File: src/rtl/serial_adder_scheduler_pkg.sv
// Shared types and the round-robin winner search used by the serial adder scheduler.
package serial_adder_pkg;

  typedef enum logic [1:0] {IDLE, SHIFT, DONE} sas_state_t;

  // Upper bound on requesters the winner search can scan; callers zero-extend.
  localparam int MAX_NREQ = 64;

  // Returns the first valid index at or after ptr, wrapping modulo nreq.
  function automatic int rr_winner(input logic [MAX_NREQ-1:0] valid,
                                   input int ptr,
                                   input int nreq);
    int idx;
    rr_winner = ptr;
    for (int k = MAX_NREQ - 1; k >= 0; k--) begin
      if (k < nreq) begin
        idx = (ptr + k) % nreq;
        if (valid[idx]) rr_winner = idx;
      end
    end
  endfunction

endpackage

File: src/rtl/serial_adder_scheduler_if.sv
// Request and response channels between operand producers/result consumer and the scheduler.
interface serial_adder_scheduler_if #(
  parameter int WIDTH = 8,
  parameter int NREQ  = 2,
  parameter int IDW   = $clog2(NREQ)
);
  logic [NREQ-1:0]       req_valid;
  logic [NREQ-1:0]       req_ready;
  logic [NREQ*WIDTH-1:0] req_a;
  logic [NREQ*WIDTH-1:0] req_b;
  logic [NREQ-1:0]       req_cin;
  logic                  rsp_valid;
  logic                  rsp_ready;
  logic [IDW-1:0]        rsp_id;
  logic [WIDTH-1:0]      rsp_sum;
  logic                  rsp_cout;
  logic                  busy;

  modport master (
    output req_valid, req_a, req_b, req_cin, rsp_ready,
    input  req_ready, rsp_valid, rsp_id, rsp_sum, rsp_cout, busy
  );

  modport slave (
    input  req_valid, req_a, req_b, req_cin, rsp_ready,
    output req_ready, rsp_valid, rsp_id, rsp_sum, rsp_cout, busy
  );
endinterface

File: src/rtl/serial_adder_scheduler_full_adder_cell.sv
// The single 1-bit full-adder cell shared by all requesters.
module full_adder_cell (
  input  logic i_a,
  input  logic i_b,
  input  logic i_c,
  output logic o_sum,
  output logic o_carry
);
  assign o_sum   = i_a ^ i_b ^ i_c;
  assign o_carry = (i_a & i_b) | (i_c & (i_a ^ i_b));
endmodule

File: src/rtl/serial_adder_scheduler.sv
// Round-robin scheduler that time-shares one full-adder cell to perform
// WIDTH-bit additions bit-serially, LSB first, with a valid/ready response.
module serial_adder_scheduler
  import serial_adder_pkg::*;
#(
  parameter  int WIDTH = 8,
  parameter  int NREQ  = 2,
  localparam int IDW   = $clog2(NREQ)
) (
  input logic                    clk,
  input logic                    rst,
  serial_adder_scheduler_if.slave bus
);

  localparam int CNTW = (WIDTH > 1) ? $clog2(WIDTH) : 1;

  sas_state_t       r_state;
  sas_state_t       w_next_state;
  logic [IDW-1:0]   r_rr_ptr;
  logic [IDW-1:0]   r_id;
  logic [IDW-1:0]   w_win;
  logic [CNTW-1:0]  r_cnt;
  logic             r_carry;
  logic [WIDTH-1:0] r_a;
  logic [WIDTH-1:0] r_b;
  logic [WIDTH-1:0] r_sum;
  logic             w_any_req;
  logic             w_fa_a;
  logic             w_fa_b;
  logic             w_fa_c;
  logic             w_fa_sum;
  logic             w_fa_carry;

  assign w_any_req = |bus.req_valid;
  assign w_win     = IDW'(rr_winner(MAX_NREQ'(bus.req_valid), int'(r_rr_ptr), NREQ));

  assign w_fa_a = r_a[0];
  assign w_fa_b = r_b[0];
  assign w_fa_c = r_carry;

  full_adder_cell u_fa (
    .i_a    (w_fa_a),
    .i_b    (w_fa_b),
    .i_c    (w_fa_c),
    .o_sum  (w_fa_sum),
    .o_carry(w_fa_carry)
  );

  // NOTE: sequential state uses non-blocking assignments so every flop samples pre-edge values.
  always_ff @(posedge clk or posedge rst) begin
    if (rst) r_state <= IDLE;
    else     r_state <= w_next_state;
  end

  // NOTE: next state is defaulted first so no branch leaves it unassigned (no latch).
  always_comb begin
    w_next_state = r_state;
    case (r_state)
      IDLE:    if (w_any_req) w_next_state = SHIFT;
      SHIFT:   if (r_cnt == CNTW'(WIDTH - 1)) w_next_state = DONE;
      DONE:    if (bus.rsp_ready) w_next_state = IDLE;
      default: w_next_state = IDLE;
    endcase
  end

  always_ff @(posedge clk or posedge rst) begin
    if (rst) begin
      r_rr_ptr <= '0;
      r_id     <= '0;
      r_cnt    <= '0;
      r_carry  <= 1'b0;
      r_a      <= '0;
      r_b      <= '0;
      r_sum    <= '0;
    end else begin
      case (r_state)
        IDLE: begin
          if (w_any_req) begin
            r_a      <= bus.req_a[w_win*WIDTH +: WIDTH];
            r_b      <= bus.req_b[w_win*WIDTH +: WIDTH];
            r_carry  <= bus.req_cin[w_win];
            r_id     <= w_win;
            r_cnt    <= '0;
            r_rr_ptr <= (w_win == IDW'(NREQ - 1)) ? '0 : w_win + 1'b1;
          end
        end
        SHIFT: begin
          // Each sum bit enters at the MSB so the LSB-first stream ends up in place.
          r_sum   <= (r_sum >> 1) | (WIDTH'(w_fa_sum) << (WIDTH - 1));
          r_a     <= r_a >> 1;
          r_b     <= r_b >> 1;
          r_carry <= w_fa_carry;
          r_cnt   <= r_cnt + 1'b1;
        end
        default: ;
      endcase
    end
  end

  always_comb begin
    bus.req_ready = '0;
    bus.rsp_valid = 1'b0;
    bus.rsp_id    = '0;
    bus.rsp_sum   = '0;
    bus.rsp_cout  = 1'b0;
    bus.busy      = (r_state != IDLE);
    if (r_state == IDLE && w_any_req && !rst)
      bus.req_ready = NREQ'(1) << w_win;
    if (r_state == DONE) begin
      bus.rsp_valid = 1'b1;
      bus.rsp_id    = r_id;
      bus.rsp_sum   = r_sum;
      bus.rsp_cout  = r_carry;
    end
  end

endmodule

File: src/flat_wrapper.sv
// flat-port wrapper written by rule: the top's interface ports become plain ports
module serial_adder_scheduler_flat import serial_adder_pkg::*;
#(
  parameter  int WIDTH = 8,
  parameter  int NREQ  = 2,
  localparam int IDW   = $clog2(NREQ)
)
  (clk, rst, bus_req_valid, bus_req_a, bus_req_b, bus_req_cin, bus_rsp_ready, bus_req_ready, bus_rsp_valid, bus_rsp_id, bus_rsp_sum, bus_rsp_cout, bus_busy);
  serial_adder_scheduler_if #(.WIDTH(WIDTH), .NREQ(NREQ)) bus_i ();
  input logic clk;
  input logic rst;
  input wire logic [$bits(bus_i.req_valid)-1:0] bus_req_valid;
  input wire logic [$bits(bus_i.req_a)-1:0] bus_req_a;
  input wire logic [$bits(bus_i.req_b)-1:0] bus_req_b;
  input wire logic [$bits(bus_i.req_cin)-1:0] bus_req_cin;
  input wire logic [$bits(bus_i.rsp_ready)-1:0] bus_rsp_ready;
  output wire logic [$bits(bus_i.req_ready)-1:0] bus_req_ready;
  output wire logic [$bits(bus_i.rsp_valid)-1:0] bus_rsp_valid;
  output wire logic [$bits(bus_i.rsp_id)-1:0] bus_rsp_id;
  output wire logic [$bits(bus_i.rsp_sum)-1:0] bus_rsp_sum;
  output wire logic [$bits(bus_i.rsp_cout)-1:0] bus_rsp_cout;
  output wire logic [$bits(bus_i.busy)-1:0] bus_busy;
  assign bus_i.req_valid = bus_req_valid;
  assign bus_i.req_a = bus_req_a;
  assign bus_i.req_b = bus_req_b;
  assign bus_i.req_cin = bus_req_cin;
  assign bus_i.rsp_ready = bus_rsp_ready;
  assign bus_req_ready = bus_i.req_ready;
  assign bus_rsp_valid = bus_i.rsp_valid;
  assign bus_rsp_id = bus_i.rsp_id;
  assign bus_rsp_sum = bus_i.rsp_sum;
  assign bus_rsp_cout = bus_i.rsp_cout;
  assign bus_busy = bus_i.busy;
  serial_adder_scheduler #(.WIDTH(WIDTH), .NREQ(NREQ)) u_core (.clk(clk), .rst(rst), .bus(bus_i));
endmodule
File: config.mk
export PLATFORM = sky130hd
export DESIGN_NAME = serial_adder_scheduler_flat
export DESIGN_NICKNAME = d
export VERILOG_FILES = /design/src/rtl/serial_adder_scheduler_pkg.sv /design/src/rtl/serial_adder_scheduler_if.sv /design/src/rtl/serial_adder_scheduler_full_adder_cell.sv /design/src/rtl/serial_adder_scheduler.sv /design/src/flat_wrapper.sv
export SDC_FILE = /design/constraint.sdc
export NUM_CORES = 1
export LEC_CHECK = 0
export CAP_MARGIN = 20
export CORE_MARGIN = 2
export CORE_UTILIZATION = 41
export CTS_CLUSTER_SIZE = 10
export DETAILED_ROUTE_END_ITERATION = 8
export DONT_BUFFER_PORTS = 1
export PLACE_DENSITY = 0.56
export RECOVER_POWER = 25
export SKIP_CTS_REPAIR_TIMING = 1
export SLEW_MARGIN = 15
export SYNTH_ARGS = -nofsm -noshare
export SYNTH_HDL_FRONTEND = slang
export SYNTH_SLANG_ARGS = --single-unit
File: constraint.sdc
create_clock -name clk -period 1.8 [get_ports clk]
set_input_delay 0.18 -clock clk [delete_from_list [all_inputs] [get_ports clk]]
set_output_delay 0.18 -clock clk [all_outputs]
set_load 0.02 [all_outputs]
After elaboration in Yosys (flattened, before gate mapping)

Index checks and enable logic that the tools add are counted.

Input port bits: 39
Flip-flop bits (word level): 32
Word-level logic and storage cells: 67
Output and inout bits: 14

Add/subtract/negate cells: 3
Magnitude comparators: 3
Bitwise operators: 7
Shift-type cells: 3
Equal/unequal tests: 6
Muxes and demuxes: 27
Reductions and logical operators: 10

Operators by type and width:

| cell                  | number |
|---|---|
| $pmux W8 S2           | 2 |
| $shiftx A16 B5 Y8     | 2 |
| $mux W8               | 3 |
| $mux W1               | 13 |
| $lt A2 B8 Y1 const B  | 1 |
| $mux W2               | 4 |
| $or A7 B8 Y8          | 1 |
| $lt A1 B7 Y1 const B  | 1 |
| $pmux W2 S3           | 1 |
| $pmux W3 S2           | 1 |
| $ne A2 B1 Y1 const B  | 2 |
| $reduce_and A2 Y1     | 2 |
| $reduce_bool A2 Y1    | 2 |
| $add A3 B1 Y3 const B | 1 |
| $eq A3 B3 Y1 const B  | 1 |
| $mux W3               | 1 |
| $reduce_and A3 Y1     | 1 |
| $add A1 B1 Y1 const B | 2 |
| $and A1 B1 Y1         | 2 |
| $bmux W1 S2           | 1 |
| $eq A2 B1 Y1 const B  | 1 |
| $eq A2 B2 Y1 const B  | 1 |
| $logic_and A1 B1 Y1   | 2 |
| $logic_not A2 Y1      | 1 |
| 9 further kinds       | 10 |

Longest topological paths before layout

Word-level depth: 11
Gate-level depth with buffers: 6
Mapped depth without buffers: 5

By module

From an unflattened synthesis, not the netlist that was laid out.

Cell total of the unflattened synthesis: 138
Area, all modules: 1525.2 um^2

Modules (own cells, without submodules):

| module                 | cells each | area an instance (um^2) | instances | seq. area each (um^2) |
|---|---|---|---|---|
| serial_adder_scheduler | 137        | 1505.2                  | 1         | 800.8 |
| full_adder_cell        | 1          | 20.0                    | 1         | 0.0 |

Worst setup path after synthesis

No wires, ideal clock.

Path type: register to output
Start point: register u_core.r_state[0]
End point: output port bus_req_ready[1]
Cell stages (with the launch flop): 4
Required time: 1.620 ns
Slack: 0.163 ns
Arrival: 1.457 ns
Buffers on the path: 0
Path through: dfrtp_1 -> nor2_1 -> o21ai_1 -> nor3b_1

Longest elaborated chain between the ends: 4

Ends and longest elaborated chain:

| what                              | line                          | RTL |
|---|---|---|
| start, declared                   | serial_adder_scheduler.sv:17  | `sas_state_t r_state;` |
| start signal, assigned            | serial_adder_scheduler.sv:52  | `else r_state <= w_next_state;` |
| $logic_not A2 Y1                  | serial_adder_scheduler.sv:107 | `if (r_state == IDLE && w_any_req && !rst)` |
| $logic_and A1 B1 Y1 (2 in series) | serial_adder_scheduler.sv:107 |  |
| $mux W2                           | serial_adder_scheduler.sv:107 |  |
| end, declared                     | flat_wrapper.sv:17            | `output wire logic [$bits(bus_i.req_ready)-1:0] bus_req_ready;` |

No other way between the ends.

Final worst setup path

Start point: register u_core.r_state[0]
End point: output port bus_req_ready[0]

The elaborated chain is that of the path after synthesis.

==> impl_metrics.ini <==
[global_route]
antenna_found_initial = 0
grt_pass1_wl_um = 5950
grt_pass1_vias = 1271
grt_max_degree = 33
grtUsageTotal_pct = 18.4
grt-ovfl-total = 0

[synth]
muxShareOfSynthArea_pct = 1.29
syn_inst = 164
synthAdderAreaFrac_pct = 3.61
synth-seq-area-share_pct = 51.4
synth_cell_types = 31
synth_top_family_by_area = compound AO/OA/AOI/OAI gates
syn_avg_cell_area_um2 = 9.50
yosysWarningCount = 0
synth_compound_area_share_pct = 20.1
synth_area_um2 = 1560
syn-num-nets = 206
synth-xor-area-share_pct = 0
yosys.area_share.simple_pct = 19.4
ys_ff_latch = 32

[hold_path]
hold_path_end = u_core.r_a[5]
hold_path.class = input port to flip-flop
min_from = bus_req_a[5]
worstHoldPathCells = 2

[sta]
max_slew_margin_pct = 47.6
finClkSkew_ps = 7.98
setup_viol = 0
fin_crit_sh_pct = 95.4
hold_viol = 0
drv_slew = 0
clock.fmax_mhz = 582
whs_ps = 15.8
post-route-min-period_ps = 1720
tightest_slew_ps = 786
rsz0062_at_grt = true

[worst_setup_path]
arrival_ps = 1540
reg2reg_slack_ps = 380
cp.required_ps = 1620
ff2ff_path_depth = 6
crit_family = simple AND/OR/NAND/NOR gates
cp_cell_sequence = nor2_1 > inv_2 > nor3_1 > buf_4
cp.depth = 4
slowest_delay_ps = 440
worstSetupEndpointType = output pin
worst-path-buf-inv = 2
critPathLaunchType = flip-flop
cp_max_fo = 7
crit_slowest_cell = dfrtp_1
r2r_end = u_core.r_b[1]
rr_startpoint = u_core.r_state[0]
setup.worst_path.class = flip-flop to output pin

[detailed_routing]
via_count = 1253
drt-vias-per-instance = 5.59
drtPass1Iterations = 4
wl_um = 3500
ant_nets = 0
drt_iter0_markers = 112
post_drt_wl_per_cell_um = 15.6
drc_errors = 0

[placement]
numPortBuffers = 0
gp_congestion = 0.737
place_hpwl_um = 2410
dp.cells = 214

[cts]
cts_sinks = 32
cts_tree = built
clkLatencyLatePin_ps = 290
path_clk_slew_ps = 70
cts_made_buffers = 5
clockBufferDepth = 2
root_buffer = clkbuf_8
htree_levels = 2

[floorplanning]
die_width_um = 65.6
floorplan.initialDensity_pct = 42.5
coreArea_um2 = 3660
die_h_um = 65.6
num_rows = 22
io-pin-count = 53
die_area_um2 = 4310

[power_and_ir_drop]
clkPwrFrac_pct = 22.7
p_int_mw = 1.87
pwr-share-seq_pct = 42.0
switching_share_pct = 37.4
power.density_nw_per_um2 = 1680
ir_worst_vdd_v = 0.000685
p_sw_mw = 1.12
power_frac_comb_pct = 35.3
leakagePower_nw = 0.872

[layout]
antennaDiodeCount = 0
fin_cells = 224
layout-drive-gt1-share_pct = 13.6
syn_to_final_growth_pct = 14.1
nNetsFinal = 217
fillers = 362
fin_util_pct = 48.6

[status]
outcome = finished clean

[flow_run]
cap_violations = 0
==> sequential cells by signal (all words and copies together) (netlist names) <==
name             cells
u_core.r_id          1
u_core.r_rr_ptr      1
u_core.r_cnt         3
u_core.r_sum         8
u_core.r_carry       1
u_core.r_b           8
u_core.r_a           8
u_core.r_state       2
==> cell usage after synthesis <==
cell type	n	area, µm²
a21bo_2	1	10.0
a21o_1	1	7.51
a21oi_1	2	10.0
a221o_1	2	20.0
a221oi_1	2	17.5
a22oi_1	24	180
a311oi_2	1	15.0
and2_1	9	56.3
buf_2	4	20.0
buf_4	1	7.51
clkbuf_1	2	7.51
dfrtp_1	32	801
fa_1	1	20.0
ha_1	2	25.0
inv_1	6	22.5
inv_2	2	7.51
maj3_2	1	11.3
mux2i_1	2	20.0
nand2_1	46	173
nand2b_1	1	6.26
nand3_1	4	20.0
nor2_1	3	11.3
nor2_2	1	6.26
nor2b_1	1	6.26
nor3_1	2	10.0
nor3b_1	1	7.51
o211a_2	1	10.0
o21ai_0	2	10.0
o21ai_1	5	25.0
o31ai_1	1	7.51
or3_1	1	6.26
==> kinds of logic after synthesis <==
logic type                 after synthesis
DFF                                     32
adders and majority gates                4
muxes                                    2
buffers and inverters                   15
and+or+nand+nor                         69
AOI/OAI and AO/OA                       42
==> power groups by stage <==
stage / clock (mW) / combinational [mW] / sequential [mW]
after floorplan: 0 / 0.855 / 1.20
final: 0.678 / 1.06 / 1.26
after global routing: 0.724 / 1.24 / 1.29
after global placement: 0 / 1.03 / 1.26
after CTS: 0.693 / 1.08 / 1.26
after detailed placement: 0 / 1.07 / 1.27
==> cell type report <==
type                    instances  area, µm²  area share [%]
flip-flops and latches         32        801            45.0
multi-input cells             117        694            39.1
repair buffers                 11       85.1            4.79
clock buffers                   6       72.6            4.08
well taps                      48       60.1            3.38
clock inverters                 2       35.0            1.97
inverters                       8       30.0            1.69
==> routing by layer <==
metal / GRT usage [%] / vias up / part of all wire [%]
met5: 0 / - / 0
met4: 8.59 / 0 / 1.6
met3: 5.14 / 5 / 6.4
met2: 30.4 / 37 / 49
met1: 22.1 / 616 / 43
li1: - / 595 / -
==> cell usage in the layout, fill, tap and decap left out, types with 2 or more instances in the layout <==
| master | instances |
|---|---|
| mux2i_1 | 2 |
| ha_1 | 2 |
| nand2_1 | 46 |
| nor2_1 | 3 |
| nand3_1 | 4 |
| a221oi_1 | 2 |
| and2_1 | 9 |
| dfrtp_1 | 32 |
| a21oi_1 | 2 |
| clkbuf_8 | 5 |
| o21ai_0 | 2 |
| dlygate4sd3_1 | 2 |
| inv_1 | 6 |
| a22oi_1 | 24 |
| o21ai_1 | 5 |
| a221o_1 | 2 |
| inv_2 | 2 |
| nor3_1 | 2 |
| buf_4 | 8 |
==> how the worst max path moves through the flow <==
stage                 startpoint               end  slack (ps)
2_1_floorplan  u_core.r_state[0]  bus_req_ready[1]         160
3_3_place_gp   u_core.r_state[0]  bus_req_ready[0]         420
3_5_place_dp   u_core.r_state[0]     u_core.r_a[0]         370
4_1_cts        u_core.r_state[0]  bus_req_ready[0]          60
5_1_grt        u_core.r_state[1]      bus_rsp_cout         -50
6_report       u_core.r_state[0]  bus_req_ready[0]          80
==> stage by stage <==
stage	setup WS [ps]	total power, mW	cell area, µm²	TNS, ps
floorplan	163	2.06	1560	0
global placement	420	2.29	1650	0
detailed placement	375	2.34	1650	0
CTS	63.5	3.03	1760	0
global route	-53.6	3.26	1780	-429
finish	82.8	2.99	1780	0
==> worst reg2reg max path, stage by stage, from the launching register on <==
cell and delay [ps]:
dfrtp_1 440, nor2_1 280, inv_2 170, nor2_2 120
buf_4 200, a22oi_1 90, nand2_1 70
Note: power is estimated with default switching activity, not from simulation.
